File: src/rtl/tree_loader_if.sv
// ---------------------------------------------------------------------------
// tree_loader_if
// Node-word stream between the host DMA and tree_loader.
//   in_valid  host -> loader   node word valid
//   in_data   host -> loader   packed node word
//                              [31:22] parent, [21:19] action,
//                              [18:7] reward, [6:0] weight
//   in_ready  loader -> host   loader can accept a node word
// Modports: master = host side, slave = tree_loader side.
// ---------------------------------------------------------------------------
interface tree_loader_if #(
   parameter int NODE_SIZE = 32
);
   logic                 in_valid;
   logic [NODE_SIZE-1:0] in_data;
   logic                 in_ready;

   modport master (
      output in_valid,
      output in_data,
      input  in_ready
   );

   modport slave (
      input  in_valid,
      input  in_data,
      output in_ready
   );
endinterface

File: src/rtl/tree_loader.sv
// ---------------------------------------------------------------------------
// tree_loader
// Host-side writer for the treeval node/config sideband. A load begins with
// one node-count config write. Each packed node word is then taken from the
// stream and written out as four strobed field writes (parent, action,
// reward, weight), one field per cycle.
//
// Ports
//   clk, rst      clock; asynchronous active-high reset
//   start         begin a load (sampled only while idle)
//   node_count    number of nodes to load, valid with start
//   stream        node-word stream (tree_loader_if, slave side)
//   mem_par/mem_act/mem_rew/mem_weight
//                 field strobes; mem_data holds that field of node mem_addr
//   mem_addr      target node address
//   mem_data      field value, zero-extended (reward is raw 12-bit)
//   conf_nodes    conf_data holds the node count
//   conf_data     node count
//   busy          load in progress
//   done          one-cycle pulse once all nodes are written
//   err           sticky parent-order error
//
// Configuration macro: TREE_LOADER_ORDER_CHK_EN
//   When defined, a node (other than the root) whose parent address is not
//   below its own address aborts the load with no strobes for that node and
//   sets err. err stays set until the next accepted start. When undefined,
//   err is tied 0 and every word is written unconditionally.
// ---------------------------------------------------------------------------
module tree_loader #(
   parameter int NODE_SIZE = 32,
   parameter int W_ADDR    = 10,
   parameter int W_DATA    = 12,
   parameter int W_CONF    = 10
) (
   input  logic              clk,
   input  logic              rst,
   input  logic              start,
   input  logic [W_CONF-1:0] node_count,
   tree_loader_if.slave      stream,
   output logic              mem_par,
   output logic              mem_act,
   output logic              mem_rew,
   output logic              mem_weight,
   output logic [W_ADDR-1:0] mem_addr,
   output logic [W_DATA-1:0] mem_data,
   output logic              conf_nodes,
   output logic [W_CONF-1:0] conf_data,
   output logic              busy,
   output logic              done,
   output logic              err
);

   typedef enum logic [2:0] {
      IDLE,
      CONF,
      FETCH,
      PAR,
      ACT,
      REW,
      WGT,
      DONE
   } state_t;

   state_t                 state;
   logic [W_CONF-1:0]      count_q;
   logic [W_ADDR-1:0]      addr;
   logic [NODE_SIZE-1:0]   word_q;
   logic [W_ADDR-1:0]      last_addr;

   // Address of the final node of the current load; count_q is never 0
   // while a load is running, so this cannot underflow in use.
   assign last_addr = W_ADDR'(count_q - W_CONF'(1));

`ifndef TREE_LOADER_ORDER_CHK_EN
   assign err = 1'b0;
`endif

   // Single sequencer. Every output is a register updated together with the
   // state, so each output reflects the state the FSM is currently in. The
   // one-cycle strobes default low each cycle and are raised only on entry
   // into their own state, which keeps at most one of them high at a time.
   // The parent field is taken straight from the stream on capture so the
   // PAR cycle follows the handshake with no extra bubble.
   always_ff @(posedge clk or posedge rst) begin
      if (rst) begin
         state           <= IDLE;
         count_q         <= '0;
         addr            <= '0;
         word_q          <= '0;
         stream.in_ready <= 1'b0;
         mem_par         <= 1'b0;
         mem_act         <= 1'b0;
         mem_rew         <= 1'b0;
         mem_weight      <= 1'b0;
         mem_addr        <= '0;
         mem_data        <= '0;
         conf_nodes      <= 1'b0;
         conf_data       <= '0;
         busy            <= 1'b0;
         done            <= 1'b0;
`ifdef TREE_LOADER_ORDER_CHK_EN
         err             <= 1'b0;
`endif
      end else begin
         mem_par    <= 1'b0;
         mem_act    <= 1'b0;
         mem_rew    <= 1'b0;
         mem_weight <= 1'b0;
         conf_nodes <= 1'b0;
         done       <= 1'b0;

         case (state)
            IDLE: begin
               if (start && (node_count != '0)) begin
                  count_q    <= node_count;
                  addr       <= '0;
                  conf_nodes <= 1'b1;
                  conf_data  <= node_count;
                  busy       <= 1'b1;
                  state      <= CONF;
`ifdef TREE_LOADER_ORDER_CHK_EN
                  err        <= 1'b0;
`endif
               end
            end

            CONF: begin
               addr            <= '0;
               stream.in_ready <= 1'b1;
               state           <= FETCH;
            end

            FETCH: begin
               if (stream.in_valid && stream.in_ready) begin
                  word_q          <= stream.in_data;
                  stream.in_ready <= 1'b0;
`ifdef TREE_LOADER_ORDER_CHK_EN
                  if ((addr != '0) && (W_ADDR'(stream.in_data[31:22]) >= addr)) begin
                     err   <= 1'b1;
                     busy  <= 1'b0;
                     state <= IDLE;
                  end else
`endif
                  begin
                     mem_par  <= 1'b1;
                     mem_addr <= addr;
                     mem_data <= W_DATA'(stream.in_data[31:22]);
                     state    <= PAR;
                  end
               end
            end

            PAR: begin
               mem_act  <= 1'b1;
               mem_data <= W_DATA'(word_q[21:19]);
               state    <= ACT;
            end

            ACT: begin
               mem_rew  <= 1'b1;
               mem_data <= W_DATA'(word_q[18:7]);
               state    <= REW;
            end

            REW: begin
               mem_weight <= 1'b1;
               mem_data   <= W_DATA'(word_q[6:0]);
               state      <= WGT;
            end

            WGT: begin
               if (addr == last_addr) begin
                  done  <= 1'b1;
                  state <= DONE;
               end else begin
                  addr            <= addr + W_ADDR'(1);
                  stream.in_ready <= 1'b1;
                  state           <= FETCH;
               end
            end

            DONE: begin
               busy  <= 1'b0;
               state <= IDLE;
            end

            default: begin
               stream.in_ready <= 1'b0;
               busy            <= 1'b0;
               state           <= IDLE;
            end
         endcase
      end
   end

endmodule

File: src/flat_wrapper.sv
// flat-port wrapper written by rule: the top's interface ports become plain ports
module tree_loader_flat 
#(
   parameter int NODE_SIZE = 32,
   parameter int W_ADDR    = 10,
   parameter int W_DATA    = 12,
   parameter int W_CONF    = 10
)
  (clk, rst, start, node_count, mem_par, mem_act, mem_rew, mem_weight, mem_addr, mem_data, conf_nodes, conf_data, busy, done, err, stream_in_valid, stream_in_data, stream_in_ready);
  tree_loader_if #(.NODE_SIZE(NODE_SIZE)) stream_i ();
  input  logic clk;
  input  logic rst;
  input  logic start;
  input  logic [W_CONF-1:0] node_count;
  output logic mem_par;
  output logic mem_act;
  output logic mem_rew;
  output logic mem_weight;
  output logic [W_ADDR-1:0] mem_addr;
  output logic [W_DATA-1:0] mem_data;
  output logic conf_nodes;
  output logic [W_CONF-1:0] conf_data;
  output logic busy;
  output logic done;
  output logic err;
  input wire logic [$bits(stream_i.in_valid)-1:0] stream_in_valid;
  input wire logic [$bits(stream_i.in_data)-1:0] stream_in_data;
  output wire logic [$bits(stream_i.in_ready)-1:0] stream_in_ready;
  assign stream_i.in_valid = stream_in_valid;
  assign stream_i.in_data = stream_in_data;
  assign stream_in_ready = stream_i.in_ready;
  tree_loader #(.NODE_SIZE(NODE_SIZE), .W_ADDR(W_ADDR), .W_DATA(W_DATA), .W_CONF(W_CONF)) u_core (.clk(clk), .rst(rst), .start(start), .node_count(node_count), .stream(stream_i), .mem_par(mem_par), .mem_act(mem_act), .mem_rew(mem_rew), .mem_weight(mem_weight), .mem_addr(mem_addr), .mem_data(mem_data), .conf_nodes(conf_nodes), .conf_data(conf_data), .busy(busy), .done(done), .err(err));
endmodule
File: config.mk
export PLATFORM = sky130hd
export DESIGN_NAME = tree_loader_flat
export DESIGN_NICKNAME = d
export VERILOG_FILES = /design/src/rtl/tree_loader_if.sv /design/src/rtl/tree_loader.sv /design/src/flat_wrapper.sv
export SDC_FILE = /design/constraint.sdc
export NUM_CORES = 1
export LEC_CHECK = 0
export ABC_AREA = 1
export CORE_MARGIN = 1.5
export CORE_UTILIZATION = 35
export CTS_CLUSTER_DIAMETER = 80
export CTS_CLUSTER_SIZE = 20
export DETAILED_ROUTE_END_ITERATION = 10
export MAX_ROUTING_LAYER = met4
export PLACE_DENSITY = 0.57
export SETUP_SLACK_MARGIN = 0.5
export SKIP_LAST_GASP = 1
export SLEW_MARGIN = 0
export SYNTH_ARGS = -nofsm -noshare
export SYNTH_HDL_FRONTEND = slang
export SYNTH_SLANG_ARGS = --single-unit
File: constraint.sdc
create_clock -name clk -period 3.45 [get_ports clk]
set_clock_uncertainty 0.05 [all_clocks]
set_input_delay 0.69 -clock clk [delete_from_list [all_inputs] [get_ports clk]]
set_output_delay 0.69 -clock clk [all_outputs]
set_load 0.05 [all_outputs]
Word-level counts from Yosys, hierarchy flattened
Index checks and enable logic that the tools add are counted.
{"block": "word_totals", "word_cells": 65, "ff_bits": 75}
{"block": "op_classes", "reduce_logical": 15, "eq_ne": 11, "n_mux": 23, "add_sub_neg": 2}
{"cell": "$pmux 12 s4", "count": 1}
{"cell": "$pmux 10 s3", "count": 1}
{"cell": "$pmux 3 s8", "count": 1}
{"cell": "$mux 10", "count": 2}
{"cell": "$eq 3x3->1 const B", "count": 4}
{"cell": "$mux 1", "count": 12}
{"cell": "$mux 12", "count": 1}
{"cell": "$add 10x1->10 const B", "count": 1}
{"cell": "$eq 10x10->1", "count": 1}
{"cell": "$reduce_and 2->1", "count": 5}
{"cell": "$reduce_bool 10->1", "count": 1}
{"cell": "$sub 10x1->10 const B", "count": 1}
{"cell": "$mux 3", "count": 3}
{"cell": "$eq 3x2->1 const B", "count": 2}
{"cell": "$reduce_and 3->1", "count": 2}
{"cell": "$reduce_bool 3->1", "count": 2}
{"cell": "$ne 2x1->1 const B", "count": 2}
{"cell": "$reduce_bool 4->1", "count": 1}
{"cell": "$eq 3x1->1 const B", "count": 1}
{"cell": "$logic_not 3->1", "count": 1}
{"cell": "$pmux 1 s3", "count": 1}
{"cell": "$logic_and 1x1->1", "count": 2}
{"cell": "$ne 2x2->1 const B", "count": 1}
{"cell": "$pmux 1 s2", "count": 1}
{"cell": "$reduce_bool 2->1", "count": 1}

Longest topological paths before layout
{"block": "logic_depth", "depth_word": 4, "depth_mapped": 13}

Worst setup path after synthesis
Ideal clock, no wire load.
{"block": "synth_timing", "path_type": "reg2reg", "start": "reg, netlist name u_core.conf_data[0]", "end": "reg u_core.addr[1]", "path_stages_with_launch": 14, "path_slack_ns": 1.311, "arrival_time_ns": 1.972, "n_path_buf": 1, "t_required_ns": 3.283, "setup_time_ns": 0.117, "path_cell_list": "dfrtp_1 inv_1 ha_1 nand2_1 inv_1 nor2_1 nand3_1 a21oi_1 nand2_1 nor2_2 nand3b_2 buf_6 nand3b_1 nand2_1"}
{"element": "end signal: assignment", "line_no": "tree_loader.sv:176", "text": "addr <= addr + W_ADDR'(1);"}
{"element": "end: declaration", "line_no": "tree_loader.sv:66", "text": "logic [W_ADDR-1:0] addr;"}

Worst setup path in the final report
{"block": "layout_timing", "start": "reg u_core.conf_data[6]", "end": "out conf_data[6]"}
{"element": "start: declaration", "line_no": "tree_loader.sv:47", "text": "output logic [W_CONF-1:0] conf_data,"}
{"element": "start signal: assignment", "line_no": "tree_loader.sv:118", "text": "conf_data <= node_count;"}
{"element": "end: declaration", "line_no": "flat_wrapper.sv:22", "text": "output logic [W_CONF-1:0] conf_data;"}
No word-level cell between the ends.

==> impl_metrics.yaml <==
timing:
  rsz0062_at_grt: "no"
  worst_pin_slew_ns: 0.960
  hold_viol: 0
  fin_crit_sh_pct: 70.1
  worst_slack_ns: 1.03
  fin_crit_ns: 2.42
  slew_headroom_pct: 35.7
  slew_viol_final: 0
  tns_ns: 0
  clock.fmax_mhz: 414
  setup_viol: 0
drt:
  routed_wl_mm: 9.73
  vias: 3409
  via_per_inst: 4.71
  drt_pass1_iterations: 4
  wire_per_inst_um: 13.4
  drtAntennaViolNets: 0
  drc_errors: 0
  drt_iter0_markers: 143
placed_design:
  portBuffers: 85
  gp_congestion: 0.828
  dp_slack_ns: 0.730
  dp_hpwl_mm: 7.20
floorplan:
  initial_core_util_pct: 36.5
  die_width_um: 107
  rows: 37
  die_area_sq_mm: 0.0115
  io_pins: 87
  core_sq_mm: 0.0105
  dieHeight_um: 107
clocking:
  root_buffer: "clkbuf_8"
  ctsHtreeMaxLevel: 3
  clk-insertion-delay-late_ns: 0.35
  cts_sinks: 75
  clockBufferDepth: 2
  cts_tree: "done"
  cts_hold_buf: 0
  cts_resized: 0
  clkTransAtPathRegs_ns: 0.09
  cts_buffers: 9
  post-cts-setup-buffers: 0
global_routing:
  grt_pass1_vias: 3326
  antenna_found_initial: 0
  grt_pass1_wl_mm: 16.1
  overflow: 0
  track_usage_pct: 18.4
  grt_max_degree: 50
critical_path:
  startpoint_type: "register"
  path_max_fanout: 6
  cp_slowest_cell: "clkdlybuf4s50_1"
  critical_path_class: "reg -> out"
  critPathTopFamily: "buffers and inverters"
  crit_chain: "clkdlybuf4s50_1"
  worstPathRequired_ns: 2.71
  cpPeakStageDelay_ns: 0.87
  cp_num_buf_inv: 1
  critPathArrivalTime_ns: 1.68
  end_kind: "output pin"
hold_path:
  hold_path.class: "reg -> reg"
yosys:
  synthCells: 499
  avgSynthCellArea_sq_um: 7.65
  ys.flop_type: "dfrtp_1"
  synthTopCellsByArea: "dfrtp_1 49%, nand2_1 16%, inv_1 5.5%"
  synth_seq_area_share_pct: 49.2
  synth_edf_count: 0
  yosysTopAreaCell: "dfrtp_1"
  synth_top_area_share_pct: 49.2
  ys_ff_latch: 75
  synth.top_cells.by_count: "165 x nand2_1, 75 x dfrtp_1, 56 x inv_1"
  synthDistinctLibCells: 33
  yosysWarnings: 0
  syn_area_sq_mm: 0.00381
  synth.most_common_cell: "nand2_1"
  async_flop_share_pct: 100
  syn_nets: 551
finish:
  synthToLayoutAreaGrowth_pct: 31.6
  fin_nets: 635
  diodes: 0
  drive_gt1_share_pct: 5.10
status:
  status: "finished, final reports clean"
run:
  max_cap_violations: 0
power:
  power.density_mw_per_mm2: 870
  irDropWorstVdd_uv: 434
  p_leak_uw: 0.00238
[worst reg2reg max path, stage by stage, from the launching register on]
cell and delay, ns:
dfrtp_1 0.42, inv_1 0.13, ha_1 0.22, nand3_1 0.17
nor2_1 0.20, nand2_1 0.10, nand3_1 0.09, nand2_1 0.06
nor2_2 0.09, nand3b_2 0.23, nand2_2 0.27, nand2_1 0.08
nand2_1 0.07
[area by class of cell]
| class | instances | area [sq um] |
|---|---|---|
| Fill cell | 1061 | 5440 |
| Multi-Input combinational cell | 349 | 1630 |
| Tap cell | 136 | 170 |
| Clock buffer | 9 | 124 |
| Sequential cell | 75 | 1880 |
| Timing Repair Buffer | 89 | 893 |
| Clock inverter | 7 | 108 |
| Inverter | 59 | 221 |
[cell usage in the layout (no fill, tap or decap), types with 6 or more instances in the layout]
cell type / n
a31oi_1: 10
dfrtp_1: 75
nor2_1: 49
clkbuf_8: 9
o22ai_1: 6
nand2_1: 165
o21ai_0: 40
a21oi_1: 6
ha_1: 6
inv_1: 55
clkdlybuf4s50_1: 85
nand3_1: 32
[cells by family after synthesis]
group	Yosys count	synth area share (%)
adders and majority gates	6	1.97
other	1	0.0983
buffers and inverters	75	8.17
xor gates and xnor gates	10	2.30
and+or+nand+nor	266	28.9
AOI/OAI and AO/OA	66	9.38
DFF	75	49.2
[flip-flops by register name, indices dropped and copies added (netlist names)]
register,flops
u_core.addr,10
u_core.busy,1
u_core.conf_data,10
u_core.conf_nodes,1
u_core.done,1
u_core.mem_act,1
u_core.mem_addr,10
u_core.mem_data,12
u_core.mem_par,1
u_core.mem_rew,1
u_core.mem_weight,1
u_core.state,3
u_core.stream.in_ready,1
u_core.word_q,22
[power breakdown]
group	switching, uW	internal, uW
Clock	376	423
Sequential	204	1190
Combinational	1460	715
Total	2040	2320
[through the flow]
step	hold slack, ns	power, uW	instance area (sq um)	util, %	cells
2_1_floorplan	0.392	2930	3810	-	499
3_3_place_gp	0.404	3570	4790	45.8	708
4_1_cts	0.432	4410	5020	48.0	724
5_1_grt	0.457	4690	5020	48.0	724
3_5_place_dp	0.410	3600	4790	45.8	708
6_report	0.428	4370	5020	48.0	724
[final timing paths]
path                       slack (ns)                       startpoint                         endpoint  cells after the start
max reg2reg                      1.21  u_core.conf_data[0]$_DFFE_PP0P_       u_core.addr[9]$_DFFE_PP0P_                     12
min in group asynchronous        0.67                              rst   u_core.mem_addr[5]$_DFFE_PP0P_                      2
min reg2reg                      0.43    u_core.word_q[16]$_DFFE_PP0P_    u_core.word_q[16]$_DFFE_PP0P_                      2
min                              0.43    u_core.word_q[16]$_DFFE_PP0P_    u_core.word_q[16]$_DFFE_PP0P_                      2
max in group asynchronous        2.00                              rst  u_core.conf_data[8]$_DFFE_PP0P_                      3
max                              1.03  u_core.conf_data[6]$_DFFE_PP0P_                     conf_data[6]                      1
[routing by layer]
layer  track usage, %  part of all wire [%]
met5                -                     0
met4             5.83                  0.67
met3             3.33                   4.5
met2             29.6                    47
met1             23.7                    47
(Power assumes the default switching activity.)
